==> config.mk <==
export PLATFORM = sky130hd
export DESIGN_NAME = ps2_key_decoder
export DESIGN_NICKNAME = d
export VERILOG_FILES = /design/src/rtl/ps2_calc_pkg.sv /design/src/rtl/ps2_key_decoder_key_fifo.sv /design/src/rtl/ps2_key_decoder.sv
export SDC_FILE = /design/constraint.sdc
export NUM_CORES = 1
export LEC_CHECK = 0
export BUFFER_PORTS_ARGS = -buffer_cell sky130_fd_sc_hd__buf_2
export CORE_MARGIN = 3
export CORE_UTILIZATION = 40
export CTS_BUF_LIST = sky130_fd_sc_hd__clkbuf_2
export CTS_CLUSTER_DIAMETER = 100
export DETAILED_ROUTE_END_ITERATION = 16
export PLACE_DENSITY_LB_ADDON = 0.1
export SLEW_MARGIN = 30
export SYNTH_ARGS = -nofsm -noshare
export SYNTH_HDL_FRONTEND = slang
export SYNTH_HIERARCHICAL = 1
export SYNTH_SLANG_ARGS = --single-unit
==> constraint.sdc <==
create_clock -name clk -period 2.05 [get_ports clk]
set_clock_uncertainty 0.1 [all_clocks]
set_input_delay 0.205 -clock clk [delete_from_list [all_inputs] [get_ports clk]]
set_output_delay 0.205 -clock clk [all_outputs]
set_load 0.005 [all_outputs]
==> src/rtl/ps2_calc_pkg.sv <==
// Purpose : shared key encodings, scan-code constants, decoder FSM states and
//           the Set-2 scan-code to calculator-key lookup functions.
// Latency : n/a (types, constants and pure functions only).
// Backpressure: n/a.
package ps2_calc_pkg;

   localparam int KEY_W = 5;

   localparam logic [KEY_W-1:0] KEY_0    = 5'd0;
   localparam logic [KEY_W-1:0] KEY_1    = 5'd1;
   localparam logic [KEY_W-1:0] KEY_2    = 5'd2;
   localparam logic [KEY_W-1:0] KEY_3    = 5'd3;
   localparam logic [KEY_W-1:0] KEY_4    = 5'd4;
   localparam logic [KEY_W-1:0] KEY_5    = 5'd5;
   localparam logic [KEY_W-1:0] KEY_6    = 5'd6;
   localparam logic [KEY_W-1:0] KEY_7    = 5'd7;
   localparam logic [KEY_W-1:0] KEY_8    = 5'd8;
   localparam logic [KEY_W-1:0] KEY_9    = 5'd9;
   localparam logic [KEY_W-1:0] KEY_ADD  = 5'd10;
   localparam logic [KEY_W-1:0] KEY_SUB  = 5'd11;
   localparam logic [KEY_W-1:0] KEY_MUL  = 5'd12;
   localparam logic [KEY_W-1:0] KEY_DIV  = 5'd13;
   localparam logic [KEY_W-1:0] KEY_EQ   = 5'd14;
   localparam logic [KEY_W-1:0] KEY_BKSP = 5'd15;
   localparam logic [KEY_W-1:0] KEY_CLR  = 5'd16;

   localparam logic [7:0] SC_BRK    = 8'hF0;
   localparam logic [7:0] SC_EXT    = 8'hE0;
   localparam logic [7:0] SC_LSHIFT = 8'h12;
   localparam logic [7:0] SC_RSHIFT = 8'h59;

   typedef enum logic [1:0] {
      IDLE    = 2'd0,
      BRK     = 2'd1,
      EXT     = 2'd2,
      EXT_BRK = 2'd3
   } state_t;

   typedef struct packed {
      logic             hit;
      logic [KEY_W-1:0] key;
   } key_map_t;

   // Keyboard status/handshake bytes that can appear between scan codes;
   // they abandon any partial prefix sequence.
   function automatic logic is_ctrl(input logic [7:0] sc);
      return (sc == 8'hAA) || (sc == 8'hFA) || (sc == 8'hEE) ||
             (sc == 8'hFE) || (sc == 8'hFF) || (sc == 8'h00);
   endfunction

   function automatic logic is_shift(input logic [7:0] sc);
      return (sc == SC_LSHIFT) || (sc == SC_RSHIFT);
   endfunction

   // Main-block keys. Shift only changes '=' (to '+') and '8' (to '*').
   function automatic key_map_t map_main(input logic [7:0] sc, input logic shift);
      key_map_t m;
      m.hit = 1'b1;
      m.key = KEY_0;
      case (sc)
         8'h45: m.key = KEY_0;
         8'h16: m.key = KEY_1;
         8'h1E: m.key = KEY_2;
         8'h26: m.key = KEY_3;
         8'h25: m.key = KEY_4;
         8'h2E: m.key = KEY_5;
         8'h36: m.key = KEY_6;
         8'h3D: m.key = KEY_7;
         8'h3E: m.key = shift ? KEY_MUL : KEY_8;
         8'h46: m.key = KEY_9;
         8'h4E: m.key = KEY_SUB;
         8'h4A: m.key = KEY_DIV;
         8'h5A: m.key = KEY_EQ;
         8'h55: m.key = shift ? KEY_ADD : KEY_EQ;
         8'h66: m.key = KEY_BKSP;
         8'h76: m.key = KEY_CLR;
         default: m.hit = 1'b0;
      endcase
      return m;
   endfunction

   // Numeric keypad, unprefixed codes.
   function automatic key_map_t map_numpad(input logic [7:0] sc);
      key_map_t m;
      m.hit = 1'b1;
      m.key = KEY_0;
      case (sc)
         8'h70: m.key = KEY_0;
         8'h69: m.key = KEY_1;
         8'h72: m.key = KEY_2;
         8'h7A: m.key = KEY_3;
         8'h6B: m.key = KEY_4;
         8'h73: m.key = KEY_5;
         8'h74: m.key = KEY_6;
         8'h6C: m.key = KEY_7;
         8'h75: m.key = KEY_8;
         8'h7D: m.key = KEY_9;
         8'h79: m.key = KEY_ADD;
         8'h7B: m.key = KEY_SUB;
         8'h7C: m.key = KEY_MUL;
         default: m.hit = 1'b0;
      endcase
      return m;
   endfunction

   // Numeric keypad, E0-prefixed codes (keypad '/' and Enter).
   function automatic key_map_t map_ext(input logic [7:0] sc);
      key_map_t m;
      m.hit = 1'b1;
      m.key = KEY_0;
      case (sc)
         8'h4A: m.key = KEY_DIV;
         8'h5A: m.key = KEY_EQ;
         default: m.hit = 1'b0;
      endcase
      return m;
   endfunction

endpackage

==> src/rtl/ps2_key_decoder_key_fifo.sv <==
// Purpose : first-word-fall-through FIFO holding decoded keys.
// Latency : a push at edge N is visible on valid/data right after edge N.
// Backpressure: push is accepted when not full or when a pop happens in the
//           same cycle; otherwise it is ignored (caller watches 'full').
// Ports   : clk, rst (async, active-high); push/push_data in; full out;
//           pop in (ignored while empty); valid/data out (data=0 when empty).
module key_fifo #(
   parameter int DEPTH = 4,
   parameter int WIDTH = 8
) (
   input  logic             clk,
   input  logic             rst,
   input  logic             push,
   input  logic [WIDTH-1:0] push_data,
   output logic             full,
   input  logic             pop,
   output logic             valid,
   output logic [WIDTH-1:0] data
);

   localparam int AW = $clog2(DEPTH);
   localparam logic [AW:0] PTR_ONE = (AW+1)'(1);

   // Pointers carry one extra wrap bit to tell full from empty.
   logic [AW:0]      wr_ptr_q, wr_ptr_d;
   logic [AW:0]      rd_ptr_q, rd_ptr_d;
   logic [WIDTH-1:0] mem_q [DEPTH];
   logic [WIDTH-1:0] mem_d [DEPTH];
   logic             empty;
   logic             do_pop;
   logic             do_push;

   assign empty   = (wr_ptr_q == rd_ptr_q);
   assign full    = (wr_ptr_q[AW] != rd_ptr_q[AW]) &&
                    (wr_ptr_q[AW-1:0] == rd_ptr_q[AW-1:0]);
   assign valid   = ~empty;
   assign do_pop  = pop & ~empty;
   assign do_push = push & (~full | do_pop);
   assign data    = empty ? '0 : mem_q[rd_ptr_q[AW-1:0]];

   always_comb begin
      mem_d    = mem_q;
      wr_ptr_d = wr_ptr_q;
      rd_ptr_d = rd_ptr_q;
      if (do_push) begin
         mem_d[wr_ptr_q[AW-1:0]] = push_data;
         wr_ptr_d = wr_ptr_q + PTR_ONE;
      end
      if (do_pop) begin
         rd_ptr_d = rd_ptr_q + PTR_ONE;
      end
   end

   always_ff @(posedge clk or posedge rst) begin
      if (rst) begin
         wr_ptr_q <= '0;
         rd_ptr_q <= '0;
         for (int i = 0; i < DEPTH; i++) begin
            mem_q[i] <= '0;
         end
      end else begin
         wr_ptr_q <= wr_ptr_d;
         rd_ptr_q <= rd_ptr_d;
         mem_q    <= mem_d;
      end
   end

endmodule

==> src/rtl/ps2_key_decoder.sv <==
// Purpose : turns PS/2 Set-2 scan codes into calculator key events; tracks
//           F0/E0 prefixes and shift, queues keys in a FWFT FIFO.
//           Optional macro PS2_DEC_NUMPAD_EN adds numeric keypad decoding.
// Latency : strobe at edge N -> key written at edge N+1 -> key_valid after N+1.
// Backpressure: key_valid/key_ready handshake; a key arriving at a full FIFO
//           with no pop is dropped and sets sticky overflow.
// Ports   : clk, rst (async, active-high); code_valid/code_data in;
//           key_valid/key_code out, key_ready in; overflow out.
module ps2_key_decoder
   import ps2_calc_pkg::*;
#(
   parameter int DEPTH = 4
) (
   input  logic             clk,
   input  logic             rst,
   input  logic             code_valid,
   input  logic [7:0]       code_data,
   output logic             key_valid,
   output logic [KEY_W-1:0] key_code,
   input  logic             key_ready,
   output logic             overflow
);

   state_t           state_q, state_d;
   logic             shift_q, shift_d;
   logic             push_q, push_d;
   logic [KEY_W-1:0] push_key_q, push_key_d;
   logic             overflow_q, overflow_d;
   logic             fifo_full;
   logic             pop;
   key_map_t         dec;

   always_comb begin
      state_d    = state_q;
      shift_d    = shift_q;
      dec        = '0;
      if (code_valid) begin
         if (is_ctrl(code_data)) begin
            state_d = IDLE;
         end else begin
            case (state_q)
               IDLE: begin
                  if (code_data == SC_BRK) begin
                     state_d = BRK;
                  end else if (code_data == SC_EXT) begin
                     state_d = EXT;
                  end else begin
                     if (is_shift(code_data)) begin
                        shift_d = 1'b1;
                     end
                     // Uses the shift state from before this byte.
                     dec = map_main(code_data, shift_q);
`ifdef PS2_DEC_NUMPAD_EN
                     if (!dec.hit) begin
                        dec = map_numpad(code_data);
                     end
`endif
                  end
               end
               BRK: begin
                  if (is_shift(code_data)) begin
                     shift_d = 1'b0;
                  end
                  state_d = IDLE;
               end
               EXT: begin
                  if (code_data == SC_BRK) begin
                     state_d = EXT_BRK;
                  end else begin
`ifdef PS2_DEC_NUMPAD_EN
                     dec = map_ext(code_data);
`endif
                     state_d = IDLE;
                  end
               end
               default: state_d = IDLE;
            endcase
         end
      end
      push_d     = dec.hit;
      push_key_d = dec.key;
   end

   assign pop        = key_valid & key_ready;
   // A pop in the same cycle frees the slot, so the key is not lost.
   assign overflow_d = overflow_q | (push_q & fifo_full & ~pop);

   always_ff @(posedge clk or posedge rst) begin
      if (rst) begin
         state_q    <= IDLE;
         shift_q    <= 1'b0;
         push_q     <= 1'b0;
         push_key_q <= '0;
         overflow_q <= 1'b0;
      end else begin
         state_q    <= state_d;
         shift_q    <= shift_d;
         push_q     <= push_d;
         push_key_q <= push_key_d;
         overflow_q <= overflow_d;
      end
   end

   key_fifo #(
      .DEPTH (DEPTH),
      .WIDTH (KEY_W)
   ) u_fifo (
      .clk       (clk),
      .rst       (rst),
      .push      (push_q),
      .push_data (push_key_q),
      .full      (fifo_full),
      .pop       (key_ready),
      .valid     (key_valid),
      .data      (key_code)
   );

   assign overflow = overflow_q;

endmodule

Word-level counts from Yosys, hierarchy flattened

Index checks and enable logic that the tools add are counted.

Output and inout bits: 7
Bits of input ports: 12
Logic and storage cells: 103
Register bits after elaboration: 36

Order comparisons: 3
Equality and inequality tests: 35
Add/subtract/negate cells: 2
Bitwise gates (word level): 12
Reduce and logical (&&, ||, !) cells: 14
Multiplexer cells: 26

Operator list:

| kind                  | count |
|---|---|
| $pmux W5 S15          | 1 |
| $eq A8 B7 Y1 const B  | 9 |
| $eq A8 B8 Y1 const B  | 7 |
| $eq A8 B6 Y1 const B  | 6 |
| $mux W6               | 5 |
| $eq A8 B5 Y1 const B  | 3 |
| $bwmux W20            | 1 |
| $mux W5               | 4 |
| $reduce_or A16 Y1     | 1 |
| $bmux W5 S2           | 1 |
| $demux W5 S2          | 1 |
| $logic_not A8 Y1      | 1 |
| $mux W2               | 4 |
| $ne A2 B2 Y1 const B  | 4 |
| $reduce_and A7 Y1     | 1 |
| $add A3 B1 Y3 const B | 2 |
| $ge A3 B3 Y1 const B  | 2 |
| $logic_or A1 B1 Y1    | 6 |
| $mux W3               | 2 |
| $not A2 Y3            | 2 |
| $mux W1               | 5 |
| $and A1 B1 Y1         | 4 |
| $ne A4 B4 Y1 const B  | 1 |
| $not A1 Y1            | 4 |
| other kinds (13)      | 15 |

Depth between registers and ports, before layout

Gate-level depths: netlist of run 1.

Depth in word-level cells: 8
Gate-level depth with buffers: 6
Depth with buffers taken out: 5

By module

The synthesis of run 1 kept the hierarchy.

By module, submodules not included:

| module          | area an instance (µm²) | cells each | times used |
|---|---|---|---|
| key_fifo        | 1,435.1                | 91         | 1 |
| ps2_key_decoder | 885.8                  | 99         | 1 |

Worst setup path after synthesis of run 1

OpenSTA, ideal clock, no wires.

Kind: register -> register
Start point: reg u_fifo.rd_ptr_q[1]
End point: reg u_fifo/mem_q[0] (netlist bit)
Cell stages (with the launch flop): 5
Data arrival time: 1.617 ns
Slack: 0.208 ns
Library setup time: 0.125 ns
Period minus slack after synthesis: 1.842 ns
Cells stage by stage: dfrtp_1 buf_6 xor2_4 o41ai_4 mux2_2

Longest elaborated chain between the ends: 5
Elaborated cells on any way between the ends: 8

Ends and longest elaborated chain:

| what                                              | line                                                           | text |
|---|---|---|
| from (decl)                                       | ps2_key_decoder_key_fifo.sv:26                                 | `logic [AW:0] rd_ptr_q, rd_ptr_d;` |
| from (signal assigned)                            | ps2_key_decoder_key_fifo.sv:63                                 | `rd_ptr_q <= rd_ptr_d;` |
| $eq A3 B3 Y1 or $eq A2 B2 Y1 (tied branches)      | ps2_key_decoder_key_fifo.sv:33, ps2_key_decoder_key_fifo.sv:35 |  |
| $not A1 Y1 or $logic_and A1 B1 Y1 (tied branches) | ps2_key_decoder_key_fifo.sv:37, ps2_key_decoder_key_fifo.sv:34 |  |
| $and A1 B1 Y1 or $not A1 Y1 (tied branches)       | ps2_key_decoder_key_fifo.sv:37, ps2_key_decoder_key_fifo.sv:38 |  |
| $or A1 B1 Y1 *                                    | ps2_key_decoder_key_fifo.sv:38                                 | `assign do_push = push & (~full \| do_pop);` |
| $and A1 B1 Y1 *                                   | ps2_key_decoder_key_fifo.sv:38                                 |  |
| to (signal assigned)                              | ps2_key_decoder_key_fifo.sv:64                                 | `mem_q <= mem_d;` |
| to (decl)                                         | ps2_key_decoder_key_fifo.sv:27                                 | `logic [WIDTH-1:0] mem_q [DEPTH];` |

Every way passes the cells marked *; elsewhere a longest branch is shown, timed or not.
A chain may end at the register's enable or synchronous reset.

Worst setup path in the final report of run 1

Start point: reg u_fifo.rd_ptr_q[0]
End point: out key_code[2]

Longest elaborated chain between the ends: 5
Elaborated cells on any way between the ends: 6

Ends and longest elaborated chain:

| what                                       | line                           | text |
|---|---|---|
| $not A2 Y3 (not written as such)           | ps2_key_decoder_key_fifo.sv:39 | `assign data = empty ? '0 : mem_q[rd_ptr_q[AW-1:0]];` |
| $bmux W5 S2                                | ps2_key_decoder_key_fifo.sv:39 |  |
| $mux W5 (not written as such) (2 in a row) | ps2_key_decoder_key_fifo.sv:39 |  |
| $mux W5 *                                  | ps2_key_decoder_key_fifo.sv:39 |  |
| to (decl)                                  | ps2_key_decoder.sv:19          | `output logic [KEY_W-1:0] key_code,` |

Every way passes the cells marked *; elsewhere a longest branch is shown, timed or not. The select of a mux whose other input is x is not followed.

==> metrics list, run 1 <==
- For this design the top-level I/O count stands at 19.
* Number of DRC violations after detailed routing: 0
- The floorplan has 27 rows.
* CTS max path bufs: 2
- Main flop type after synthesis: sky130_fd_sc_hd__dfrtp_1
* P_leak: about 1.2 nW
- Die footprint: just under 7000 um^2
- Required time reported for the critical path endpoint: about 1.8 ns
- The tree is rooted in a sky130_fd_sc_hd__clkbuf_2.
- The initial antenna violation count came to 0.
- In this run the critical register-to-register path is captured at u_fifo/mem_q[3]$_DFFE_PP0P_.
- Path type of the worst min-delay path: in -> reg
- Peak supply drop: approximately 0.00045 V
- In the synthesized netlist the async set-or-reset flop fraction comes to 1.00.
- Leaving out fill and tap cells, the most frequent cell in the layout is sky130_fd_sc_hd__dfrtp_1.
* Fillers: ~520
- Setup violations remaining at the end of the flow were counted as 0.
* Overall die height: approximately 80 um
- Total inserted antenna cells: 0
- Reg-to-Reg Start: u_fifo/rd_ptr_q[0]$_DFFE_PP0P_
- Arrival time at the worst endpoint: approximately 1.7 ns
- Of the available clock period, the critical path in the final layout requires 0.993.
* Via count normalized by instance count: around 5.6
- Port Buffer Count: 18
- H-tree depth: 2
- Worst Reg2Reg Path Length in Cells: 4
- The total area inside the core boundary comes to approximately 5600 um^2.
- The worst setup path is launched from a flop.
* Number of non-filler instances in the completed layout: around 300
* Share of the core filled with cells: 0.479
* Shortest clock period the worst path allows after layout: 2.03 ns
- Yosys warning count: 6
- The final hold violation count is 0.
- Hold Path Depth: 3
* Final weighted congestion in routability-driven placement: ~0.84
- The number of global-route vias before repair is approximately 1,700.
- Final design instance area without fill: approximately 2700 um^2
- In this run the worst path has a maximum fanout of 5.
* Synthesized Nets: ~210
- Synthesis instantiated 57 different standard cells from the library.
* Clock network latency to the later pin of the worst-skew pair: around 0.38 ns
- In the global route stage, overall resource usage came out at 0.164.
- Area of combinational cells with multiple inputs: ~1300 um^2
- The run finished with clean final reports.
- WL/cell: ~16 um
- Die extent in x: 82.2 um
- The final route contains around 1,700 vias.
- Iter 0 DRT Violations: 64
- Achievable Freq: 491 MHz
- Area Growth Syn to Fin: 15.1%
- Detailed placement finished with a half-perimeter wire length of between 3 and 4 mm.
* Synthesized area per cell: ~12 um^2
- Post-synthesis cell count: 190
* Overflow after GRT: 0
- Fraction of final layout cells sized beyond drive strength 1: 0.418
- Crit path kind: reg -> out
- Relative slew margins: 0.564
* Number of max-slew violations in the final report: 0
- Commonest non-fill, non-tap cells in the layout: sky130_fd_sc_hd__dfrtp_1, sky130_fd_sc_hd__mux2_2, sky130_fd_sc_hd__buf_2
- After clock tree synthesis, the clock-pin slew on the worst setup and hold paths is 0.20 ns.
* R2R Setup Slk: 0.04 ns
- Total of max-cap violations: 0
* Syn Std Cell Area: between 2000 and 2500 um^2
- Antenna violation net count after detailed routing: 0
- In this run, placement finished with an instance count of between 200 and 300.
* TritonCTS clock tree: built
- Largest net degree at the start of global routing: 27
* Global-route wire length before repair: roughly 8.3 mm
* Transition time of the tightest slew-check pin: 0.650 ns
* Placed Area: 2480 um^2
* Final WS setup: approximately 0.015 ns
- Endpoint, Worst Hold: state_q[0]$_DFFE_PP0P_
- STA classifies the critical path endpoint as an output port.
- Number of sinks on the clock net: 36
* Place WS: about 0.013 ns
- The synthesized design contains 0 enable-type register cells.
- Initial Utilization: 0.416
- Total CTS buffers: 5
- The share of the Yosys chip area taken by registers is 0.388.
- Final sum of negative setup slack: 0 ns
- Detailed Routing Iterations Pass 1: 4
- In the final design database the tool counted 241 nets.
* Routed wire length: roughly 5 mm
- Register bit total from synthesis: 36
- Unrepaired setup endpoints after global routing: true
- The worst hold path begins at code_data[4].
- In this run the power density over the cells is between 900 and 1000 nW/um^2.
- Area used by sequential logic in the layout: roughly 910 um^2
## power by group
part / internal [mW] / switching [mW]
combinational: 0.518 / 0.616
clock: 0.204 / 0.242
sequential: 0.789 / 0.114
total: 1.51 / 0.972
## flip-flops by register name, summed over array words and instances (netlist names)
register         cells
u_fifo/wr_ptr_q      3
state_q              2
overflow             1
shift_q              1
u_fifo/mem_q        20
u_fifo/rd_ptr_q      3
push_key_q           5
push_q               1
## cell usage after synthesis (4+ instances only)
| library cell | n | area share |
|---|---|---|
| sky130_fd_sc_hd__inv_1 | 7 | 0.011 |
| sky130_fd_sc_hd__dfrtp_1 | 36 | 0.39 |
| sky130_fd_sc_hd__mux2_2 | 22 | 0.11 |
| sky130_fd_sc_hd__nand2_1 | 9 | 0.015 |
| sky130_fd_sc_hd__and2_1 | 5 | 0.013 |
| sky130_fd_sc_hd__xnor2_1 | 5 | 0.019 |
| sky130_fd_sc_hd__ha_1 | 5 | 0.027 |
| sky130_fd_sc_hd__o41ai_4 | 4 | 0.047 |
| sky130_fd_sc_hd__nor2b_1 | 11 | 0.030 |
| sky130_fd_sc_hd__nor3_1 | 5 | 0.011 |
| sky130_fd_sc_hd__a31oi_1 | 4 | 0.011 |
| sky130_fd_sc_hd__mux4_2 | 5 | 0.049 |
| sky130_fd_sc_hd__nor2_1 | 6 | 0.0097 |
## logic make-up after synthesis
kind of cell               count (synthesis)  share of synthesized area
buffers and inverters                     17                     0.0437
adders and majority gates                  5                     0.0270
AOI/OAI and AO/OA                         26                      0.132
and+or+nand+nor                           67                      0.188
DFF                                       36                      0.388
muxes                                     30                      0.169
xor gates and xnor gates                   9                     0.0534
## layer usage
layer / vias up / wire (um) / part of all wire / GRT usage
met5: - / 0 / 0 / 0
li1: 780 / - / - / -
met3: 6 / 165 / 0.034 / 0.0325
met4: 0 / 61 / 0.012 / 0.0498
met2: 37 / 2580 / 0.53 / 0.295
met1: 842 / 2080 / 0.43 / 0.198
## cell type report
class | count | area share
clock inverters | 3 | 0.0159
clock buffers | 5 | 0.00936
flip-flops and latches | 36 | 0.339
well taps | 72 | 0.0337
multi-input cells | 137 | 0.498
repair buffers | 37 | 0.0946
inverters | 7 | 0.00983
## how the worst max path moves through the flow
stage,from,to,slack [ns],cells after the start
floorplan,u_fifo/rd_ptr_q[1]$_DFFE_PP0P_,u_fifo/mem_q[0]$_DFFE_PP0P_,0.21,4
global placement,u_fifo/wr_ptr_q[1]$_DFFE_PP0P_,u_fifo/mem_q[0]$_DFFE_PP0P_,0.07,3
detailed placement,u_fifo/wr_ptr_q[1]$_DFFE_PP0P_,u_fifo/mem_q[0]$_DFFE_PP0P_,0.01,3
CTS,u_fifo/rd_ptr_q[0]$_DFFE_PP0P_,key_code[3],-0.03,5
global route,u_fifo/rd_ptr_q[0]$_DFFE_PP0P_,key_code[3],-0.12,5
finish,u_fifo/rd_ptr_q[0]$_DFFE_PP0P_,key_code[2],0.02,4
## critical path, stage by stage, from the launching register on
cell and delay [ns]:
sky130_fd_sc_hd__dfrtp_2 0.43, sky130_fd_sc_hd__buf_8 0.13, sky130_fd_sc_hd__mux4_2 0.50, sky130_fd_sc_hd__nor2b_1 0.15
sky130_fd_sc_hd__buf_2 0.13
## through the flow
| stage | hold slack, ns | power (mW) |
|---|---|---|
| after floorplan | -0.0548 | 1.57 |
| after global placement | 0.132 | 1.72 |
| after detailed placement | 0.121 | 1.75 |
| after CTS | 0.0922 | 2.48 |
| after global routing | 0.0886 | 2.66 |
| final | 0.121 | 2.48 |
## repair_timing
| action | in CTS | in global routing |
|---|---|---|
| endpoints found under the hold margin | 37 | 0 |
| gates cloned | 0 | 0 |
| pin swaps | 3 | 1 |
| endpoints found under the setup margin | 6 | 17 |
| resized for setup | 8 | 2 |
| setup buffers | 9 | 1 |
| hold buffers | 2 | 0 |
Power figures use the tool's default switching activity.
==> run 2: changes to the inputs <==
- clock period: 2.05 -> 2.3 ns (I/O delays scaled with it)
==> run 2 against run 1 <==
Compared with the run above:
- critical path depth unchanged
- critical path type unchanged
- utilization fell by 2.7 points
- largest power group is now registers
- setup slack better by 0.12 ns
- die area unchanged
- critical endpoint unchanged
- count of clock-buffer cells in the layout is 1 higher
- register-to-register slack better by 0.28 ns
- global-route usage fell by 0.79 points
- flip-flop and latch count unchanged
- sequential power shrank 11%
==> metrics list, run 2 (synthesis results as in run 1) <==
- Share of the core filled with cells: 0.453
- Setup repair after global routing left no endpoint under its margin.
- The final hold violation count is 0.
- The H-tree was split into 2 levels.
* Worst Reg2Reg Path Length in Cells: 3
- Fraction of final layout cells sized beyond drive strength 1: 0.363
- Entering global routing, the biggest net connects 27 pins.
* Iter 0 DRT Violations: 54
- The HPWL after detailed placement is around 3.6 mm.
- After detailed routing, the number of remaining DRC violations is 0.
- Clock Pin Slew Worst Setup and Hold Paths: approximately 0.19 ns
- Global-route wire length before repair: 7.96 mm
- Overall fraction of global-route tracks in use: 0.156
- After detailed routing, the total wire length is 4.65 mm.
- Worst Setup SP: u_fifo/rd_ptr_q[0]$_DFFE_PP0P_
- For this run the aggregate overflow at the end of global routing stands at 0.
* Capture point of the worst reg-to-reg path: u_fifo/mem_q[3]$_DFFE_PP0P_
- Shortest clock period the worst path allows after layout: roughly 2.2 ns
- Crit path kind: reg -> out
- Timing would allow up to 463 MHz.
* Leading cell type in the layout, fill and taps excluded: sky130_fd_sc_hd__dfrtp_1
* Initial antenna violation count: 0
- Dividing the final minimum period by the clock period gives 0.939.
* Antenna violation net count after detailed routing: 0
* R2R Setup Slk: approximately 0.32 ns
- In this run the tightest slew margin relative to its limit is 0.581.
- Transition time of the tightest slew-check pin: between 0.6 and 0.7 ns
* Element type at the critical path start: flop
- For this design the static power due to leakage is 1.10 nW.
* Overall die height: 82.2 um
- The count of buffers added on input and output ports is 18.
* WL/cell: about 16 um
* Final weighted congestion in routability-driven placement: roughly 0.81
- Finish-stage setup viols: 0
- After floorplanning, the core was sized to cover ~5600 um^2.
- The worst hold path passes through 3 cells.
- Summed over all failing endpoints, the final setup total negative slack is 0 ns.
* TritonCTS clock tree: built
- Die extent in x: a little over 80 um
- Endpoint kind of the worst setup timing path: output port
- The worst register-to-register path begins at u_fifo/wr_ptr_q[0]$_DFFE_PP0P_.
* Number of sinks on the clock net: 36
- Area Growth Syn to Fin: 8.73%
- For hold timing, the worst endpoint is state_q[0]$_DFFE_PP0P_.
- Total inserted antenna cells: 0
- Power density over the cells: about 720 nW/um^2
- No sink is reached through more buffers than the 2 on the longest clock path.
* Clock network latency to the later pin of the worst-skew pair: approximately 0.36 ns
* Total CTS buffers: 5
- At the worst endpoint, the arrival time is around 1.8 ns.
* Total of max-cap violations: 0
- After detailed routing, the number of vias per cell comes to between 5 and 6.
- Register ranked first by flip-flop count: u_fifo/mem_q
* Run status: complete, no violations
- The number of global-route vias before repair is approximately 1,600.
- The first detailed-routing pass ran for 4 iterations.
- The register with the most flip-flops in the layout has 20 of them.
- Initial Utilization: 0.416
- During I/O placement, the number of pins put on the boundary was 19.
- The die covers roughly 6800 um^2.
* Number of max-slew violations in the final report: 0
- Commonest non-fill, non-tap cells in the layout: sky130_fd_sc_hd__dfrtp_1, sky130_fd_sc_hd__mux2_2, sky130_fd_sc_hd__buf_2
* Registers with the most flip-flops: u_fifo/mem_q: 20 flops, push_key_q: 5 flops
* Place WS: around 0.35 ns
- For this run, the post-layout net count is between 200 and 250.
* Peak supply drop: around 0.00025 V
- Worst Path Max Fanout: 7
* Final WS setup: 0.140 ns
- Origin of the worst min-delay path: code_data[4]
* Path type of the worst min-delay path: in -> reg
- Number of placement rows: 27
- At the worst endpoint, the required time is 1.97 ns.
- Summing over every cut layer, the via total after detailed routing is 1,553.
- Master cell of the clock root buffer: sky130_fd_sc_hd__clkbuf_2
==> run 2: repair_timing <==
action                                 CTS  global route
endpoints found under the hold margin   37             0
hold buffers                             2             0
resized for setup                        1             1
buffers inserted                         0             0
setup endpoints to repair                6             3
==> run 2: metal layers <==
metal,wire length (um),vias up,global-route usage
met5,0,-,0
met4,53,0,0.0399
met3,154,5,0.0293
met2,2460,28,0.290
met1,1980,770,0.184
li1,-,750,-
==> run 2: through the flow <==
step | cells | hold WS, ns | cell area [um^2] | power (mW)
3_3_place_gp | 274 | 0.142 | 2460 | 1.52
4_1_cts | 284 | 0.118 | 2520 | 1.86
2_1_floorplan | 190 | -0.0298 | 2320 | 1.40
6_report | 284 | 0.167 | 2520 | 1.81
5_1_grt | 284 | 0.149 | 2520 | 1.96
3_5_place_dp | 274 | 0.151 | 2460 | 1.55
==> run 2: power breakdown <==
| part | total, mW | internal [mW] | switching [mW] | leakage [nW] |
|---|---|---|---|---|
| Sequential | 0.806 | 0.697 | 0.109 | 0.491 |
| Combinational | 0.731 | 0.273 | 0.458 | 0.586 |
| Clock | 0.278 | 0.0761 | 0.202 | 0.0266 |
| Total | 1.81 | 1.05 | 0.768 | 1.10 |
==> run 2: worst max-delay path by stage <==
stage / end
floorplan: u_fifo/mem_q[0]$_DFFE_PP0P_
global placement: u_fifo/mem_q[4]$_DFFE_PP0P_
detailed placement: u_fifo/mem_q[4]$_DFFE_PP0P_
CTS: key_code[2]
global route: key_valid
finish: key_code[2]
==> run 2: layout make-up <==
class | count | area [um^2]
well taps | 72 | 90.1
flip-flops and latches | 36 | 902
clock buffers | 6 | 30.0
clock inverters | 2 | 11.3
fillers | 540 | 3050
repair buffers | 24 | 140
inverters | 7 | 26.3
multi-input cells | 137 | 1320
==> run 2: critical path, stage by stage, from the launching register on <==
cell and delay [ns]:
sky130_fd_sc_hd__dfrtp_2 0.46, sky130_fd_sc_hd__buf_4 0.20, sky130_fd_sc_hd__mux4_2 0.52, sky130_fd_sc_hd__nor2b_1 0.15, sky130_fd_sc_hd__buf_2 0.14
